<file path="config.mk">
export PLATFORM = sky130hd
export DESIGN_NAME = fc_capture_fifo_flat
export DESIGN_NICKNAME = d
export VERILOG_FILES = /design/src/rtl/fc_capture_fifo_if.sv /design/src/rtl/fc_capture_fifo.sv /design/src/flat_wrapper.sv
export SDC_FILE = /design/constraint.sdc
export NUM_CORES = 1
export LEC_CHECK = 0
export CAP_MARGIN = 20
export CORE_MARGIN = 5
export CORE_UTILIZATION = 50
export CTS_CLUSTER_SIZE = 16
export DETAILED_ROUTE_END_ITERATION = 16
export DONT_BUFFER_PORTS = 1
export SYNTH_ARGS = -nofsm -noshare
export SYNTH_HDL_FRONTEND = slang
export SYNTH_SLANG_ARGS = --single-unit
</file>
<file path="constraint.sdc">
create_clock -name clk -period 6.5 [get_ports clk]
set_input_delay 1.3 -clock clk [delete_from_list [all_inputs] [get_ports clk]]
set_output_delay 1.3 -clock clk [all_outputs]
set_load 0.05 [all_outputs]
</file>
<file path="src/rtl/fc_capture_fifo_if.sv">
// PicoSoC iomem bus bundle for the frequency-counter capture FIFO.
// The SoC side is the master; the capture block is the slave.
interface fc_capture_fifo_if;
  logic        iomem_valid;
  logic        iomem_ready;
  logic [3:0]  iomem_wstrb;
  logic [31:0] iomem_addr;
  logic [31:0] iomem_wdata;
  logic [31:0] iomem_rdata;

  modport master (
    output iomem_valid, iomem_wstrb, iomem_addr, iomem_wdata,
    input  iomem_ready, iomem_rdata
  );

  modport slave (
    input  iomem_valid, iomem_wstrb, iomem_addr, iomem_wdata,
    output iomem_ready, iomem_rdata
  );
endinterface

</file>
<file path="src/rtl/fc_capture_fifo.sv">
// Frequency-counter capture FIFO: each cap_valid pushes NCH count words plus an
// epoch tag; firmware drains samples over the iomem bus and gets a level IRQ.
module fc_capture_fifo #(
  parameter int         NCH        = 3,
  parameter int         WIDTH      = 32,
  parameter int         DEPTH      = 4,
  parameter int         EPOCH_BITS = 8,
  parameter logic [7:0] BASE       = 8'h03
) (
  input  logic                   clk,
  input  logic                   resetn,
  input  logic                   cap_valid,
  input  logic [NCH*WIDTH-1:0]   cap_data,
  fc_capture_fifo_if.slave       bus,
  output logic                   irq
);

  localparam int PTR_W = $clog2(DEPTH);
  localparam int LVL_W = PTR_W + 1;

  localparam logic [5:0] W_STATUS = 6'd0;
  localparam logic [5:0] W_CTRL   = 6'd1;
  localparam logic [5:0] W_EPOCH  = 6'd2;
  localparam logic [5:0] W_POP    = 6'd3;

  logic [PTR_W-1:0]      wr_ptr_q, wr_ptr_d;
  logic [PTR_W-1:0]      rd_ptr_q, rd_ptr_d;
  logic [LVL_W-1:0]      level_q, level_d;
  logic [EPOCH_BITS-1:0] epoch_q, epoch_d;
  logic                  overflow_q, overflow_d;
  logic [7:0]            drop_cnt_q, drop_cnt_d;
  logic                  enable_q, enable_d;
  logic                  irq_en_q, irq_en_d;
  logic                  ready_q, ready_d;
  logic [31:0]           rdata_q, rdata_d;
  logic                  irq_q, irq_d;

  logic [NCH*WIDTH-1:0]  data_mem [DEPTH];
  logic [EPOCH_BITS-1:0] tag_mem  [DEPTH];

  // Bus decode
  logic       match, accept, is_wr, is_rd;
  logic [5:0] word;
  logic       ctrl_wr, pop_wr, flush, clr;

  assign match   = (bus.iomem_addr[31:24] == BASE);
  assign accept  = bus.iomem_valid && !ready_q && match;
  assign is_wr   = accept && (bus.iomem_wstrb != 4'h0);
  assign is_rd   = accept && (bus.iomem_wstrb == 4'h0);
  assign word    = bus.iomem_addr[7:2];
  assign ctrl_wr = is_wr && (word == W_CTRL) && bus.iomem_wstrb[0];
  assign pop_wr  = is_wr && (word == W_POP);
  assign flush   = ctrl_wr && bus.iomem_wdata[2];
  assign clr     = ctrl_wr && bus.iomem_wdata[3];

  // FIFO control; flush overrides any same-cycle push or pop.
  logic empty, full, push_req, pop, do_push, drop;

  assign empty    = (level_q == '0);
  assign full     = (level_q == LVL_W'(DEPTH));
  assign push_req = cap_valid && enable_q;
  assign pop      = pop_wr && !empty && !flush;
  assign do_push  = push_req && (!full || pop_wr) && !flush;
  assign drop     = push_req && full && !pop_wr && !flush;

  // Read mux samples current state, i.e. before this cycle's push/pop.
  logic [31:0]          rd_word;
  logic [NCH*WIDTH-1:0] head_data;

  assign head_data = data_mem[rd_ptr_q];

  always_comb begin
    rd_word = '0;
    case (word)
      W_STATUS: begin
        rd_word[4:0]   = 5'(level_q);
        rd_word[8]     = empty;
        rd_word[9]     = full;
        rd_word[10]    = overflow_q;
        rd_word[23:16] = drop_cnt_q;
      end
      W_CTRL:  rd_word[1:0] = {irq_en_q, enable_q};
      W_EPOCH: if (!empty) rd_word = 32'(tag_mem[rd_ptr_q]);
      default: begin
        for (int k = 0; k < NCH; k++) begin
          if (!empty && word == 6'(4 + k)) rd_word = 32'(head_data[k*WIDTH +: WIDTH]);
        end
      end
    endcase
  end

  // NOTE: every next-state variable gets its hold value first, so no path
  // through this block can leave one unassigned and infer a latch.
  always_comb begin
    wr_ptr_d   = wr_ptr_q;
    rd_ptr_d   = rd_ptr_q;
    level_d    = level_q;
    epoch_d    = epoch_q;
    overflow_d = overflow_q;
    drop_cnt_d = drop_cnt_q;
    enable_d   = enable_q;
    irq_en_d   = irq_en_q;
    ready_d    = accept;
    rdata_d    = is_rd ? rd_word : rdata_q;
    irq_d      = irq_en_q && !empty;

    if (push_req) epoch_d = epoch_q + EPOCH_BITS'(1);

    if (flush) begin
      wr_ptr_d = '0;
      rd_ptr_d = '0;
      level_d  = '0;
    end else begin
      if (do_push) wr_ptr_d = wr_ptr_q + PTR_W'(1);
      if (pop)     rd_ptr_d = rd_ptr_q + PTR_W'(1);
      case ({do_push, pop})
        2'b10:   level_d = level_q + LVL_W'(1);
        2'b01:   level_d = level_q - LVL_W'(1);
        default: level_d = level_q;
      endcase
    end

    if (clr) begin
      overflow_d = 1'b0;
      drop_cnt_d = '0;
    end
    // A drop in the same cycle as a clear is kept rather than lost.
    if (drop) begin
      overflow_d = 1'b1;
      if (drop_cnt_d != 8'hFF) drop_cnt_d = drop_cnt_d + 8'd1;
    end

    if (ctrl_wr) begin
      enable_d = bus.iomem_wdata[0];
      irq_en_d = bus.iomem_wdata[1];
    end
  end

  // NOTE: sequential state uses non-blocking assignments so every register
  // samples the pre-edge values computed above.
  always_ff @(posedge clk or negedge resetn) begin
    if (!resetn) begin
      wr_ptr_q   <= '0;
      rd_ptr_q   <= '0;
      level_q    <= '0;
      epoch_q    <= '0;
      overflow_q <= 1'b0;
      drop_cnt_q <= '0;
      enable_q   <= 1'b1;
      irq_en_q   <= 1'b0;
      ready_q    <= 1'b0;
      rdata_q    <= '0;
      irq_q      <= 1'b0;
    end else begin
      wr_ptr_q   <= wr_ptr_d;
      rd_ptr_q   <= rd_ptr_d;
      level_q    <= level_d;
      epoch_q    <= epoch_d;
      overflow_q <= overflow_d;
      drop_cnt_q <= drop_cnt_d;
      enable_q   <= enable_d;
      irq_en_q   <= irq_en_d;
      ready_q    <= ready_d;
      rdata_q    <= rdata_d;
      irq_q      <= irq_d;
    end
  end

  // NOTE: storage is not reset; the level counter guarantees no entry is
  // read before it has been written, and reads of an empty FIFO return 0.
  always_ff @(posedge clk) begin
    if (do_push) begin
      data_mem[wr_ptr_q] <= cap_data;
      tag_mem[wr_ptr_q]  <= epoch_d;
    end
  end

  assign bus.iomem_ready = ready_q;
  assign bus.iomem_rdata = rdata_q;
  assign irq             = irq_q;

  // Address bits between the base byte and the word index, and the upper
  // write-data bits, carry no meaning for this block.
  logic unused_bits;
  assign unused_bits = &{1'b0, bus.iomem_addr[23:8], bus.iomem_addr[1:0], bus.iomem_wdata[31:4]};

endmodule

</file>
<file path="src/flat_wrapper.sv">
// flat-port wrapper written by rule: the top's interface ports become plain ports
module fc_capture_fifo_flat 
#(
  parameter int         NCH        = 3,
  parameter int         WIDTH      = 32,
  parameter int         DEPTH      = 4,
  parameter int         EPOCH_BITS = 8,
  parameter logic [7:0] BASE       = 8'h03
)
  (clk, resetn, cap_valid, cap_data, irq, bus_iomem_valid, bus_iomem_wstrb, bus_iomem_addr, bus_iomem_wdata, bus_iomem_ready, bus_iomem_rdata);
  fc_capture_fifo_if bus_i ();
  input  logic clk;
  input  logic resetn;
  input  logic cap_valid;
  input  logic [NCH*WIDTH-1:0] cap_data;
  output logic irq;
  input wire logic [$bits(bus_i.iomem_valid)-1:0] bus_iomem_valid;
  input wire logic [$bits(bus_i.iomem_wstrb)-1:0] bus_iomem_wstrb;
  input wire logic [$bits(bus_i.iomem_addr)-1:0] bus_iomem_addr;
  input wire logic [$bits(bus_i.iomem_wdata)-1:0] bus_iomem_wdata;
  output wire logic [$bits(bus_i.iomem_ready)-1:0] bus_iomem_ready;
  output wire logic [$bits(bus_i.iomem_rdata)-1:0] bus_iomem_rdata;
  assign bus_i.iomem_valid = bus_iomem_valid;
  assign bus_i.iomem_wstrb = bus_iomem_wstrb;
  assign bus_i.iomem_addr = bus_iomem_addr;
  assign bus_i.iomem_wdata = bus_iomem_wdata;
  assign bus_iomem_ready = bus_i.iomem_ready;
  assign bus_iomem_rdata = bus_i.iomem_rdata;
  fc_capture_fifo #(.NCH(NCH), .WIDTH(WIDTH), .DEPTH(DEPTH), .EPOCH_BITS(EPOCH_BITS), .BASE(BASE)) u_core (.clk(clk), .resetn(resetn), .cap_valid(cap_valid), .cap_data(cap_data), .bus(bus_i), .irq(irq));
endmodule
</file>
[Word-level counts from Yosys, hierarchy flattened]
Memory sizes are Yosys's and may differ from the RTL's.
Index checks and enable logic that the tools add are counted.
Word-level totals
  register bits after elaboration: 60
  memory bits (writable): 416
  input bits: 168
  word-level logic and storage cells: 91
  output and inout bits: 34
  memories: 2
Memories
  u_core.data_mem: depth 4, bits a word 96, read ports 1, clocked after memory_dff 0, write ports 1, line fc_capture_fifo.sv:38  | logic [NCH*WIDTH-1:0] data_mem [DEPTH];
  u_core.tag_mem: depth 4, bits a word 8, read ports 1, clocked after memory_dff 0, write ports 1, line fc_capture_fifo.sv:39  | logic [EPOCH_BITS-1:0] tag_mem [DEPTH];
Cells by class
  multiplexer cells: 25
  reduce and logical (&&, ||, !) cells: 36
  equality and inequality tests: 11
  $add $sub $neg: 6
Operator list (count)
  two-way mux 32 bit: 3
  two-way mux 8 bit: 5
  case mux 8 bit (3 select lines): 1
  logical AND 1 bit: 21
  == test 6 x 3 -> 1 bit, second input constant: 3
  case mux 3 bit (3 select lines): 2
  adder 8 x 1 -> 8 bit, second input constant: 2
  case mux 8 bit (2 select lines): 1
  == test 6 x 2 -> 1 bit, second input constant: 2
  case mux 3 bit (2 select lines): 2
  case mux 5 bit (2 select lines): 1
  == test 8 x 2 -> 1 bit, second input constant: 1
  two-way mux 2 bit: 4
  != test 8 bit, second input constant: 1
  == test 6 x 1 -> 1 bit, second input constant: 1
  logical NOT 6 bit: 1
  case mux 2 bit (3 select lines): 1
  nonzero test 2 bit: 3
  logical NOT 1 bit: 5
  adder 2 x 1 -> 2 bit, second input constant: 2
  logical NOT 4 bit: 1
  two-way mux 1 bit: 4
  nonzero test 4 bit: 1
  adder 3 x 1 -> 3 bit, second input constant: 1
  other kinds (9): 9

[Logic depth before layout (Yosys ltp)]
  depth in word-level cells: 12
  gate-level depth with buffers: 13
  mapped depth without buffers: 12

[Worst setup path before layout]
No wires, ideal clock.
  kind: input -> register
  from: input bus_iomem_addr[27]
  to: memory u_core.data_mem[0][0] (netlist bit) (enable)
  cell stages on the path: 5
  path buffers: 0
  data arrival time: 4.989 ns
  setup slack: 1.036 ns
  required time: 6.025 ns
  library setup time: 0.475 ns
  cells stage by stage: or4_4 or3_4 clkinv_1 a21o_1 and3_1
Between the ends
  word-level cells in the longest chain between the ends: 10
Ends and longest elaborated chain
  start, declared: line flat_wrapper.sv:19  | input wire logic [$bits(bus_i.iomem_addr)-1:0] bus_iomem_addr;
  == test 8 x 2 -> 1 bit *: line fc_capture_fifo.sv:46  | assign match = (bus.iomem_addr[31:24] == BASE);
  logical AND 1 bit *: line fc_capture_fifo.sv:47  | assign accept = bus.iomem_valid && !ready_q && match;
  net u_core.accept: line fc_capture_fifo.sv:42  | logic match, accept, is_wr, is_rd;
  logical AND 1 bit *: line fc_capture_fifo.sv:48  | assign is_wr = accept && (bus.iomem_wstrb != 4'h0);
  logical AND 1 bit (2 in a row): line fc_capture_fifo.sv:51  | assign ctrl_wr = is_wr && (word == W_CTRL) && bus.iomem_wstrb[0];
  logical AND 1 bit: line fc_capture_fifo.sv:53  | assign flush = ctrl_wr && bus.iomem_wdata[2];
  logical NOT 1 bit: line fc_capture_fifo.sv:63  | assign do_push = push_req && (!full || pop_wr) && !flush;
  logical AND 1 bit *: line fc_capture_fifo.sv:63
  two-way mux 1 bit *: line fc_capture_fifo.sv:172  | if (do_push) begin
  two-way mux 1 bit (implied by the code) *: line fc_capture_fifo.sv:173  | data_mem[wr_ptr_q] <= cap_data;
  end, declared: line fc_capture_fifo.sv:38
Mark *: on every way through the listed nets, which the timed path passes. The rest lies on a longest branch.

[Worst setup path after layout]
  from: input bus_iomem_addr[27]
  to: memory u_core.data_mem[3][38] (netlist bit) (enable)
The elaborated chain is that of the path after synthesis.

==> summary.md <==
| Metric | Value |
|---|---|
| Total of warnings raised by yosys | 0 |
| Number of endpoints failing setup at the final stage | 0 |
| Root buffer cell | sky130_fd_sc_hd__clkbuf_16 |
| Final hold violation count | 0 |
| FMAX | 0.2673 GHz |
| Maximum clock path buffer count | 3 |
| Antenna diode count | 0 |
| PnR Total Power | 6.119 mW |
| Total wirelength of the detailed-routed design | 39,220 µm |
| Max-cap check violation count | 0 |
| Inserted Clock Buffers | 49 |
| Crit path capture type | flop |
| Hold-fix buffer count after cts | 0 |
| Top library cells by usage in the layout, fill and taps aside | sky130_fd_sc_hd__edfxtp_1, sky130_fd_sc_hd__mux4_2, sky130_fd_sc_hd__dfrtp_1, sky130_fd_sc_hd__clkbuf_16, sky130_fd_sc_hd__a21oi_1 |
| Overall overflow remaining after global route | 0 |
| Power density of the placed cells | 294.7 nW/µm² |
| DIE AREA | 41,190 µm² |
| Post-layout net count | 1,142 |
| Chip Height | 203.0 µm |
| # H-tree levels | 2 |
| Effective utilization at floorplan | 50.73% |
| TritonCTS clock tree | yes |
| Crit path required time | 6.76 ns |
| Number of resized instances in the post-cts repair step | 0 |
| Total DRC errors in the routed layout | 0 |
| Largest cells by area after synthesis | sky130_fd_sc_hd__edfxtp_1, sky130_fd_sc_hd__mux4_2, sky130_fd_sc_hd__dfrtp_1 |
| Fraction of the core area covered by cells at the end of the flow | 56.59% |
| Filler cell count | 2,758 |
| Post-synth net total | 1,125 |
| Vias | 8,818 |
| Clock slew seen by the registers of the worst setup and hold paths | 0.06 ns |
| Number of global-route vias before repair | 9,230 |
| Run status | complete, no violations |
| Routed WL per cell | 26.61 µm |
| Sum of negative setup slack | 0 ns |
| Final RePlAce weighted congestion | 0.7738 |
| All-layer global routing usage | 19.42% |
| Post-synth design cell area | 18,620 µm² |
| Post-detail-place hpwl | 23,630 µm |
| Post-synthesis cell type count | 53 |
| DRT iter0 DRCs | 580 |
| Number of nets with antenna violations after routing | 0 |
| IO Count | 202 |
| RSZ-0062 raised after global routing | false |
| Setup CP Type | input port to flop |
| Number of buffers added on ports | 0 |
| Flop and latch count out of synthesis | 476 |
| Avg Inst Size Synth | 19.62 µm² |
| Most common cell after layout, fill and taps aside | sky130_fd_sc_hd__edfxtp_1 |
| Async SR Flop Fraction | 12.61% |
| Cell taking the most area after synthesis | sky130_fd_sc_hd__edfxtp_1 |
| Reg-to-Reg End | u_core.data_mem[3][38] |
| Router iterations before antenna repair | 5 |
| Synthesis-to-layout area growth | 11.55% |
| Count of flip-flops with a built-in enable after synthesis | 416 |
| Min Tclk post-route | 3.741 ns |
| Final worst-path cycle share | 57.56% |
| Fraction of the yosys area taken by sequential cells | 75.17% |
| Slew at the pin closest to its max-slew limit | 0.9929 ns |
| Top-area cell type share of the netlist area | 67.10% |
| Leakage power total | 6.830 nW |
| Via-to-Cell Ratio | 5.982 |
| Fraction of layout cells with a size suffix above 1 | 22.37% |
| Clock latency of the later-clocked register in the worst-skew pair | 0.58 ns |
| Critical path peak fanout | 57 |
| Data arrival at the endpoint of the critical path | 4.00 ns |
| Clk sinks | 476 |
| Clock skew | 0.01225 ns |
| Post-route worst hold slack | 0.4210 ns |
| Die span in x | 203.0 µm |
| Worst hold path type | input port to asynchronous set/reset pin |
| Sort of element at the start of the critical path | input port |
| Largest net degree at the start of global routing | 79 |
| Placeable core area | 36,700 µm² |
| Worst Reg-to-Reg Cells | 7 |
| Cell Rows | 70 |
| Start of the worst register-to-register path | u_core.bus.iomem_ready |
| Synth Flop Type | sky130_fd_sc_hd__edfxtp_1 |
| Count of pins over their slew limit | 0 |
| VDD IR max | 0.2299 mV |
| Initial antenna violation count | 0 |
| First-pass GRT wire length | 59,600 µm |
| Relative slew slack | 33.81% |
| Setup slack on the worst flop-to-flop path | 3.11 ns |
| Cell count after synthesis | 949 |
| Number of buffers added for setup after CTS | 0 |
power by group:
| part | internal (mW) | switching (mW) |
|---|---|---|
| Sequential | 3.32 | 0.00440 |
| Combinational | 0.00924 | 0.0252 |
| Clock | 1.63 | 1.13 |
cell usage after synthesis, types with 2 or more instances:
library cell and instances:
sky130_fd_sc_hd__edfxtp_1 416, sky130_fd_sc_hd__mux4_2 104, sky130_fd_sc_hd__dfrtp_1 59, sky130_fd_sc_hd__a21oi_1 47, sky130_fd_sc_hd__nand2_1 42, sky130_fd_sc_hd__nor2_1 35, sky130_fd_sc_hd__o22ai_1 28, sky130_fd_sc_hd__clkbuf_1 27
sky130_fd_sc_hd__buf_2 22, sky130_fd_sc_hd__a21o_1 15, sky130_fd_sc_hd__and3_1 14, sky130_fd_sc_hd__a2111oi_2 11, sky130_fd_sc_hd__nand3_1 11, sky130_fd_sc_hd__or3_1 11, sky130_fd_sc_hd__xnor2_1 10, sky130_fd_sc_hd__ha_1 7
sky130_fd_sc_hd__o21ai_0 6, sky130_fd_sc_hd__a31oi_1 5, sky130_fd_sc_hd__and2_1 5, sky130_fd_sc_hd__inv_1 5, sky130_fd_sc_hd__nand4_1 5, sky130_fd_sc_hd__o311a_1 5, sky130_fd_sc_hd__a211oi_1 4, sky130_fd_sc_hd__and4_1 4
sky130_fd_sc_hd__nor3_1 4, sky130_fd_sc_hd__xor2_1 4, sky130_fd_sc_hd__a221oi_1 3, sky130_fd_sc_hd__buf_6 3, sky130_fd_sc_hd__mux2_2 3, sky130_fd_sc_hd__mux2i_1 3, sky130_fd_sc_hd__a2111oi_4 2, sky130_fd_sc_hd__clkinv_1 2
sky130_fd_sc_hd__nand2b_1 2, sky130_fd_sc_hd__nor2b_1 2, sky130_fd_sc_hd__nor4_1 2, sky130_fd_sc_hd__o31ai_1 2, sky130_fd_sc_hd__or2_2 2, sky130_fd_sc_hd__or4_1 2
per-layer routing:
layer / vias to the layer above / wire length (µm) / GRT usage [%]
met1: 4601 / 17280 / 27.87
met3: 54 / 3026 / 6.692
li1: 3935 / - / -
met5: - / 0 / 0
met4: 0 / 709 / 4.195
met2: 228 / 18200 / 29.38
area by class of cell:
cell class / instances / area, µm² / share of cell area, %
clock buffers: 67 / 1366 / 6.579
clock inverters: 24 / 217.7 / 1.048
inverters: 7 / 26.28 / 0.1265
multi-input cells: 412 / 4368 / 21.03
flip-flops and latches: 476 / 14000 / 67.43
well taps: 468 / 585.6 / 2.820
repair buffers: 20 / 200.2 / 0.9640
flip-flops by register name, summed over array words and instances (netlist names), 2 cells and up:
register                count
u_core.epoch_q              8
u_core.level_q              3
u_core.bus.iomem_rdata     32
u_core.rd_ptr_q             2
u_core.data_mem           384
u_core.drop_cnt_q           8
u_core.tag_mem             32
u_core.wr_ptr_q             2
worst max path at each step:
stage	from	to	slack [ns]	cells past startpoint
after floorplan	bus_iomem_addr[27]	u_core.data_mem[0][0]	1.04	5
after global placement	bus_iomem_addr[27]	u_core.data_mem[3][2]	2.11	6
after detailed placement	bus_iomem_addr[27]	u_core.data_mem[3][2]	2.12	6
after CTS	bus_iomem_addr[27]	u_core.data_mem[3][47]	2.74	6
after global routing	bus_iomem_addr[5]	u_core.data_mem[3][47]	2.56	5
final	bus_iomem_addr[27]	u_core.data_mem[3][38]	2.76	6
kinds of logic after synthesis:
kind of cell	count (synthesis)	share of synthesized area [%]
DFF	476	75.17
AOI/OAI and AO/OA	132	5.155
and+or+nand+nor	148	3.992
muxes	110	12.92
xor gates and xnor gates	14	0.6586
adders and majority gates	8	0.5780
buffers and inverters	61	1.519
stage by stage:
| stage | std cells | worst slack [ns] | cell area (µm²) |
|---|---|---|---|
| 6_report | 1474 | 2.759 | 20770 |
| 5_1_grt | 1474 | 2.556 | 20770 |
| 3_5_place_dp | 1382 | 2.121 | 19160 |
| 3_3_place_gp | 1382 | 2.115 | 19160 |
| 4_1_cts | 1473 | 2.744 | 20750 |
| 2_1_floorplan | 949 | 1.036 | 18620 |
worst max-delay path, cell delays in order:
cell and delay (ns):
sky130_fd_sc_hd__or4_4 0.52, sky130_fd_sc_hd__or3_4 0.41, sky130_fd_sc_hd__clkinv_1 0.18, sky130_fd_sc_hd__a21o_1 0.27, sky130_fd_sc_hd__and3_4 0.88, sky130_fd_sc_hd__buf_4 0.39
Power figures use the tool's default switching activity.
